===== config.mk =====
export PLATFORM = sky130hd
export DESIGN_NAME = flags_unit_flat
export DESIGN_NICKNAME = d
export VERILOG_FILES = /design/src/rtl/flags_unit_if.sv /design/src/rtl/flags_unit.sv /design/src/flat_wrapper.sv
export SDC_FILE = /design/constraint.sdc
export NUM_CORES = 1
export LEC_CHECK = 0
export CAP_MARGIN = 30
export CORE_MARGIN = 4
export CORE_UTILIZATION = 52
export DETAILED_ROUTE_END_ITERATION = 12
export PLACE_DENSITY_LB_ADDON = 0.15
export SYNTH_ARGS = -nofsm -noshare
export SYNTH_HDL_FRONTEND = slang
export SYNTH_SLANG_ARGS = --single-unit

===== constraint.sdc =====
create_clock -name Clock -period 3.73 [get_ports Clock]
set_input_delay 0.373 -clock Clock [delete_from_list [all_inputs] [get_ports Clock]]
set_output_delay 0.373 -clock Clock [all_outputs]
set_load 0.02 [all_outputs]

===== src/rtl/flags_unit_if.sv =====
// flags_unit_if: ALU/control-unit bus of the flags stage.
// Flag bit order within every 4-bit flag vector is Z, N, C, V from bit 0 up.
`ifndef FLAGS_Z
`define FLAGS_Z 0
`define FLAGS_N 1
`define FLAGS_C 2
`define FLAGS_V 3
`endif

interface flags_unit_if #(
    parameter int DEPTH = 4
);
    localparam int DW = $clog2(DEPTH + 1);
    logic [3:0]    AluFlags;
    logic          FlagsWe;
    logic [3:0]    FlagsMask;
    logic          FlagsLoad;
    logic [3:0]    FlagsIn;
    logic          IntEnter;
    logic          IntReturn;
    logic          IntEnSet;
    logic          IntEnClr;
    logic          ErrClr;
    logic [3:0]    Cond;
    logic [3:0]    Flags;
    logic          CarryOut;
    logic          CondTrue;
    logic          IntEnable;
    logic [DW-1:0] StackDepth;
    logic          StackErr;
    modport master (
        output AluFlags, FlagsWe, FlagsMask, FlagsLoad, FlagsIn, IntEnter, IntReturn,
               IntEnSet, IntEnClr, ErrClr, Cond,
        input  Flags, CarryOut, CondTrue, IntEnable, StackDepth, StackErr
    );
    modport slave (
        input  AluFlags, FlagsWe, FlagsMask, FlagsLoad, FlagsIn, IntEnter, IntReturn,
               IntEnSet, IntEnClr, ErrClr, Cond,
        output Flags, CarryOut, CondTrue, IntEnable, StackDepth, StackErr
    );
endinterface


===== src/rtl/flags_unit.sv =====
// flags_unit: Z/N/C/V flag register with masked ALU writes, branch condition
// evaluation and a LIFO save stack of {IE, Flags} for interrupt entry/return.
`ifndef FLAGS_Z
`define FLAGS_Z 0
`define FLAGS_N 1
`define FLAGS_C 2
`define FLAGS_V 3
`endif

module flags_unit #(
    parameter int DEPTH = 4
) (
    input logic        Clock,
    input logic        nReset,
    flags_unit_if.slave bus
);
    localparam int DW = $clog2(DEPTH + 1);
    localparam int AW = DEPTH > 1 ? $clog2(DEPTH) : 1;

    logic [3:0]    flags;
    logic          ie;
    logic          err;
    logic [DW-1:0] depth;
    logic [4:0]    stack [DEPTH];
    logic          full, empty, push, pop, stack_err;
    logic [AW-1:0] wr_idx, rd_idx;
    logic          z, n, c, v;
    logic [7:0]    base;

    assign full      = depth == DW'(DEPTH);
    assign empty     = depth == '0;
    assign push      = bus.IntEnter && !full;
    assign pop       = bus.IntReturn && !bus.IntEnter && !empty;
    assign stack_err = (bus.IntEnter && full) || (bus.IntReturn && !bus.IntEnter && empty);
    assign wr_idx    = AW'(depth);
    assign rd_idx    = AW'(depth - 1'b1);

    always_ff @(posedge Clock) begin
        if (!nReset) begin
            flags <= '0;
            ie    <= 1'b0;
            depth <= '0;
            err   <= 1'b0;
        end else begin
            if (pop)
                {ie, flags} <= stack[rd_idx];
            else begin
                if (bus.FlagsLoad)
                    flags <= bus.FlagsIn;
                else if (bus.FlagsWe)
                    flags <= (bus.FlagsMask & bus.AluFlags) | (~bus.FlagsMask & flags);
                if (bus.IntEnter)
                    ie <= 1'b0;
                else if (!bus.IntReturn && bus.IntEnClr)
                    ie <= 1'b0;
                else if (!bus.IntReturn && bus.IntEnSet)
                    ie <= 1'b1;
            end
            if (push)
                depth <= depth + 1'b1;
            else if (pop)
                depth <= depth - 1'b1;
            err <= stack_err ? 1'b1 : (bus.ErrClr ? 1'b0 : err);
        end
    end

    // Stack contents need no reset; depth alone defines what is valid.
    always_ff @(posedge Clock) begin
        if (nReset && push)
            stack[wr_idx] <= {ie, flags};
    end

    // Odd condition codes are the complement of the even code below them.
    assign z    = flags[`FLAGS_Z];
    assign n    = flags[`FLAGS_N];
    assign c    = flags[`FLAGS_C];
    assign v    = flags[`FLAGS_V];
    assign base = {1'b1, !z && (n == v), n == v, c && !z, v, n, c, z};

    assign bus.CondTrue   = base[bus.Cond[3:1]] ^ bus.Cond[0];
    assign bus.Flags      = flags;
    assign bus.CarryOut   = flags[`FLAGS_C];
    assign bus.IntEnable  = ie;
    assign bus.StackDepth = depth;
    assign bus.StackErr   = err;
endmodule


===== src/flat_wrapper.sv =====
// flat-port wrapper written by rule: the top's interface ports become plain ports
module flags_unit_flat 
#(
    parameter int DEPTH = 4
)
  (Clock, nReset, bus_AluFlags, bus_FlagsWe, bus_FlagsMask, bus_FlagsLoad, bus_FlagsIn, bus_IntEnter, bus_IntReturn, bus_IntEnSet, bus_IntEnClr, bus_ErrClr, bus_Cond, bus_Flags, bus_CarryOut, bus_CondTrue, bus_IntEnable, bus_StackDepth, bus_StackErr);
  flags_unit_if #(.DEPTH(DEPTH)) bus_i ();
  input logic Clock;
  input logic nReset;
  input wire logic [$bits(bus_i.AluFlags)-1:0] bus_AluFlags;
  input wire logic [$bits(bus_i.FlagsWe)-1:0] bus_FlagsWe;
  input wire logic [$bits(bus_i.FlagsMask)-1:0] bus_FlagsMask;
  input wire logic [$bits(bus_i.FlagsLoad)-1:0] bus_FlagsLoad;
  input wire logic [$bits(bus_i.FlagsIn)-1:0] bus_FlagsIn;
  input wire logic [$bits(bus_i.IntEnter)-1:0] bus_IntEnter;
  input wire logic [$bits(bus_i.IntReturn)-1:0] bus_IntReturn;
  input wire logic [$bits(bus_i.IntEnSet)-1:0] bus_IntEnSet;
  input wire logic [$bits(bus_i.IntEnClr)-1:0] bus_IntEnClr;
  input wire logic [$bits(bus_i.ErrClr)-1:0] bus_ErrClr;
  input wire logic [$bits(bus_i.Cond)-1:0] bus_Cond;
  output wire logic [$bits(bus_i.Flags)-1:0] bus_Flags;
  output wire logic [$bits(bus_i.CarryOut)-1:0] bus_CarryOut;
  output wire logic [$bits(bus_i.CondTrue)-1:0] bus_CondTrue;
  output wire logic [$bits(bus_i.IntEnable)-1:0] bus_IntEnable;
  output wire logic [$bits(bus_i.StackDepth)-1:0] bus_StackDepth;
  output wire logic [$bits(bus_i.StackErr)-1:0] bus_StackErr;
  assign bus_i.AluFlags = bus_AluFlags;
  assign bus_i.FlagsWe = bus_FlagsWe;
  assign bus_i.FlagsMask = bus_FlagsMask;
  assign bus_i.FlagsLoad = bus_FlagsLoad;
  assign bus_i.FlagsIn = bus_FlagsIn;
  assign bus_i.IntEnter = bus_IntEnter;
  assign bus_i.IntReturn = bus_IntReturn;
  assign bus_i.IntEnSet = bus_IntEnSet;
  assign bus_i.IntEnClr = bus_IntEnClr;
  assign bus_i.ErrClr = bus_ErrClr;
  assign bus_i.Cond = bus_Cond;
  assign bus_Flags = bus_i.Flags;
  assign bus_CarryOut = bus_i.CarryOut;
  assign bus_CondTrue = bus_i.CondTrue;
  assign bus_IntEnable = bus_i.IntEnable;
  assign bus_StackDepth = bus_i.StackDepth;
  assign bus_StackErr = bus_i.StackErr;
  flags_unit #(.DEPTH(DEPTH)) u_core (.Clock(Clock), .nReset(nReset), .bus(bus_i));
endmodule

==> impl_results.md <==
* Synth Area in Compound Gates at 0.0947
* Most frequent cells after synthesis: edfxtp_1, dfxtp_1, inv_1
* Worst Path Required at 3.36 ns
* Total die area at ~0.0037 sq mm
* CP Capture Type: primary output
* GR Util All Layers at 0.207
* Initial DRC Count at 75
* Comb power frac at 0.243
* Utilization after layout at 0.723
* Pwr dens at slightly above 400 mW/mm^2
* Vias per inst at around 5.7
* Maxcap violations at 0
* # DRC at 0
* Count leader, synth: edfxtp_1
* Post-CTS Setup Repair Bufs at 0
* Final period demand of the worst path at about 2.8 ns
* Layout Cells excl Fill at about 190
* Row count at 18
* Core area at about 0.0026 sq mm
* Worst-path clk slew at about 0.09 ns
* FFs w/ async S/R, synth at 0
* Hold Startpoint: u_core.bus.IntEnable
* Most common flop cell mapped by yosys: edfxtp_1
* Leakage at around 0.67 nW
* Fin area at around 0.0019 sq mm
* CP arrival at approximately 2.4 ns
* Switching pwr at approximately 0.22 mW
* Clock tree buffer depth at 2
* Area share of the largest cell type after synthesis at 0.413
* Post-Synth Adder-Cell Area at 0.0430
* Clk_lat worst skew at ~0.33 ns
* Seq/Total Area, Yosys at 0.537
* Post-synth top area cell: edfxtp_1
* Crit start category: input port
* Io pins at 36
* Crit Path Max Fanout at 4
* Total gr overflow at 0
* Routed WL at roughly 3300 um
* Worst hold path cell count at 0
* First-pass GRT wire length at ~5300 um
* Hold Buf Count CTS at 0
* Drt pass-1 iters at 4
* Vias at 1055
* Hold Slack at about 0.55 ns
* Synth cell types at 34
* R2r startpoint: u_core.bus.StackDepth[0]
* Synth Cell Area at ~0.0015 sq mm
* Slowest CP cell: clkdlybuf4s50_1
* Diode count at 0
* Root Buffer Master: clkbuf_4
* Synthesized flop and latch total at 29
* Worst hold endpoint: u_core.stack[3][4]
* Clock power frac at 0.235
* R2r worst-path depth at 5
* Synth Area in XOR/XNOR at 0.0120
* Delay of the slowest critical-path stage at 0.63 ns
* Net count after synthesis at roughly 150
* Post-route ant nets at 0
* Cells after Synth at roughly 120
* Placed cell area at between 0.0015 and 0.002 sq mm
* # setup viols final at 0
* Area growth syn-to-layout at 27.7%
* Post-CTS Resized at 0
* Die height at approximately 61 um
* Hold Crit Class: flop to flop
* TritonCTS clock tree: built
* Synth top area cells: edfxtp_1, dfxtp_1, mux4_2
* Number of synthesized flops with an enable pin at 20
* Most used cell, CP: clkdlybuf4s50_1
* Syn Area/Cell at around 12 sq um
* Pint at roughly 0.53 mW
* GPL Wtd Cong at 0.726
* Critical path class: input port to primary output
* TritonCTS Buffers at 5
* Worst slew pin tran at 0.565 ns
* Simple-gate share of the synthesized area at 0.114
* CP Cell Sequence: clkdlybuf4s50_1 -> mux4_2 -> a32oi_1 -> xnor2_1 -> clkdlybuf4s50_1
* Initial Utilization at 0.566
* Layout cells sized above 1 at 0.122
* Largest family of logic cells by synthesized area: multiplexers
* Dpl cells at between 150 and 200
* RSZ-0062 raised after global routing: no
* Vias in the first global route at 1091
* Sink Count at 29
* Layout Skew at 0.00394 ns
* Status: finished, final reports clean
* NumNets Final at roughly 190
* Fmax achieved at 360 MHz
* Slew HR at 0.623
* Slew Limit Fails at 0
* Die X at slightly above 60 um
* Largest net degree at the start of global routing at 12
* Final HPWL DP at 2510 um
* Switching share of power at 0.290
* Initial antenna violation count at 0
* Worst VDD drop at 0.000395 V
* Wire length per cell at between 15 and 20 um
* Sequential power share at 0.522
* Proportion of synthesized area in mux cells at 0.151
* Final Cycle Share at 0.745
* Flop2flop setup slack at about 1.4 ns
* Yosys warnings at 0
* Setup_tns at 0 ns
* Hold Fails Final Rpt at 0
* Worst reg2reg endpoint: u_core.stack[2][4]
* H-tree lvl count at 2
* I/O Buffers at 35
==> cells in the final DEF, fill, tap and decap left out <==
cell	instances
nand2_1	8
nand3_1	6
nand2b_1	3
or3_1	1
ha_1	5
mux2i_1	4
nor2b_1	2
xnor2_1	1
inv_1	9
xor2_1	1
clkinv_2	1
nor2b_4	1
nor3_1	1
a21oi_1	6
mux2_2	4
dfxtp_1	9
nor3b_1	1
o21ai_0	8
a211oi_1	2
edfxtp_1	20
a2111o_1	1
or2b_2	1
a21o_1	1
a32oi_1	1
mux4_2	6
clkinv_1	2
a21oi_2	1
clkbuf_4	5
nor2_1	7
o21a_1	1
clkdlybuf4s50_1	35
a221oi_1	1
nand3b_1	1
==> logic make-up after synthesis <==
group,after synthesis
AND/OR/NAND/NOR,32
XOR/XNOR,2
adder cells (fa/ha/maj),5
AO/OA/AOI/OAI,22
buffers and inverters,15
flip-flops,29
multiplexers,14
==> worst max-delay path, delay by kind of cell <==
family	cells	cell delay, ns
multiplexers	1	0.52
AO/OA/AOI/OAI	1	0.20
buffers and inverters	2	1.17
XOR/XNOR	1	0.15
==> per-stage QoR <==
step	power [mW]	worst slack, ns
finish	0.751	0.951
global route	0.794	0.817
CTS	0.760	0.959
detailed placement	0.582	0.955
global placement	0.573	1.02
floorplan	0.505	1.80
==> power groups by stage <==
stage                     Clock [mW]  Sequential, mW  Combinational [mW]
final                          0.176           0.392               0.183
after floorplan                    0           0.400               0.105
after detailed placement           0           0.399               0.183
after global routing           0.199           0.396               0.199
after global placement             0           0.397               0.176
after CTS                      0.185           0.392               0.183
==> how the worst max path moves through the flow <==
| stage | start | end | slack (ns) | depth (start not counted) |
|---|---|---|---|---|
| 2_1_floorplan | u_core.bus.StackDepth[0] | u_core.stack[0][0] | 1.80 | 6 |
| 3_3_place_gp | bus_Cond[2] | bus_CondTrue | 1.02 | 5 |
| 3_5_place_dp | bus_Cond[2] | bus_CondTrue | 0.96 | 5 |
| 4_1_cts | bus_Cond[2] | bus_CondTrue | 0.96 | 5 |
| 5_1_grt | bus_Cond[2] | bus_CondTrue | 0.82 | 5 |
| 6_report | bus_Cond[2] | bus_CondTrue | 0.95 | 5 |
==> metal layers <==
metal  GRT usage  up-vias  part of all wire
li1            -      506                 -
met1       0.259      502              0.39
met2       0.325       40              0.53
met3      0.0660        7             0.061
met4      0.0991        0             0.025
met5           0        -                 0
==> final cells by class <==
type,count,area (sq um)
Sequential cell,29,781
Fill cell,193,711
Multi-Input combinational cell,75,604
Timing Repair Buffer,35,350
Clock buffer,5,37.5
Tap cell,30,37.5
Inverter,9,33.8
Clock inverter,3,12.5
(Power assumes the default switching activity.)
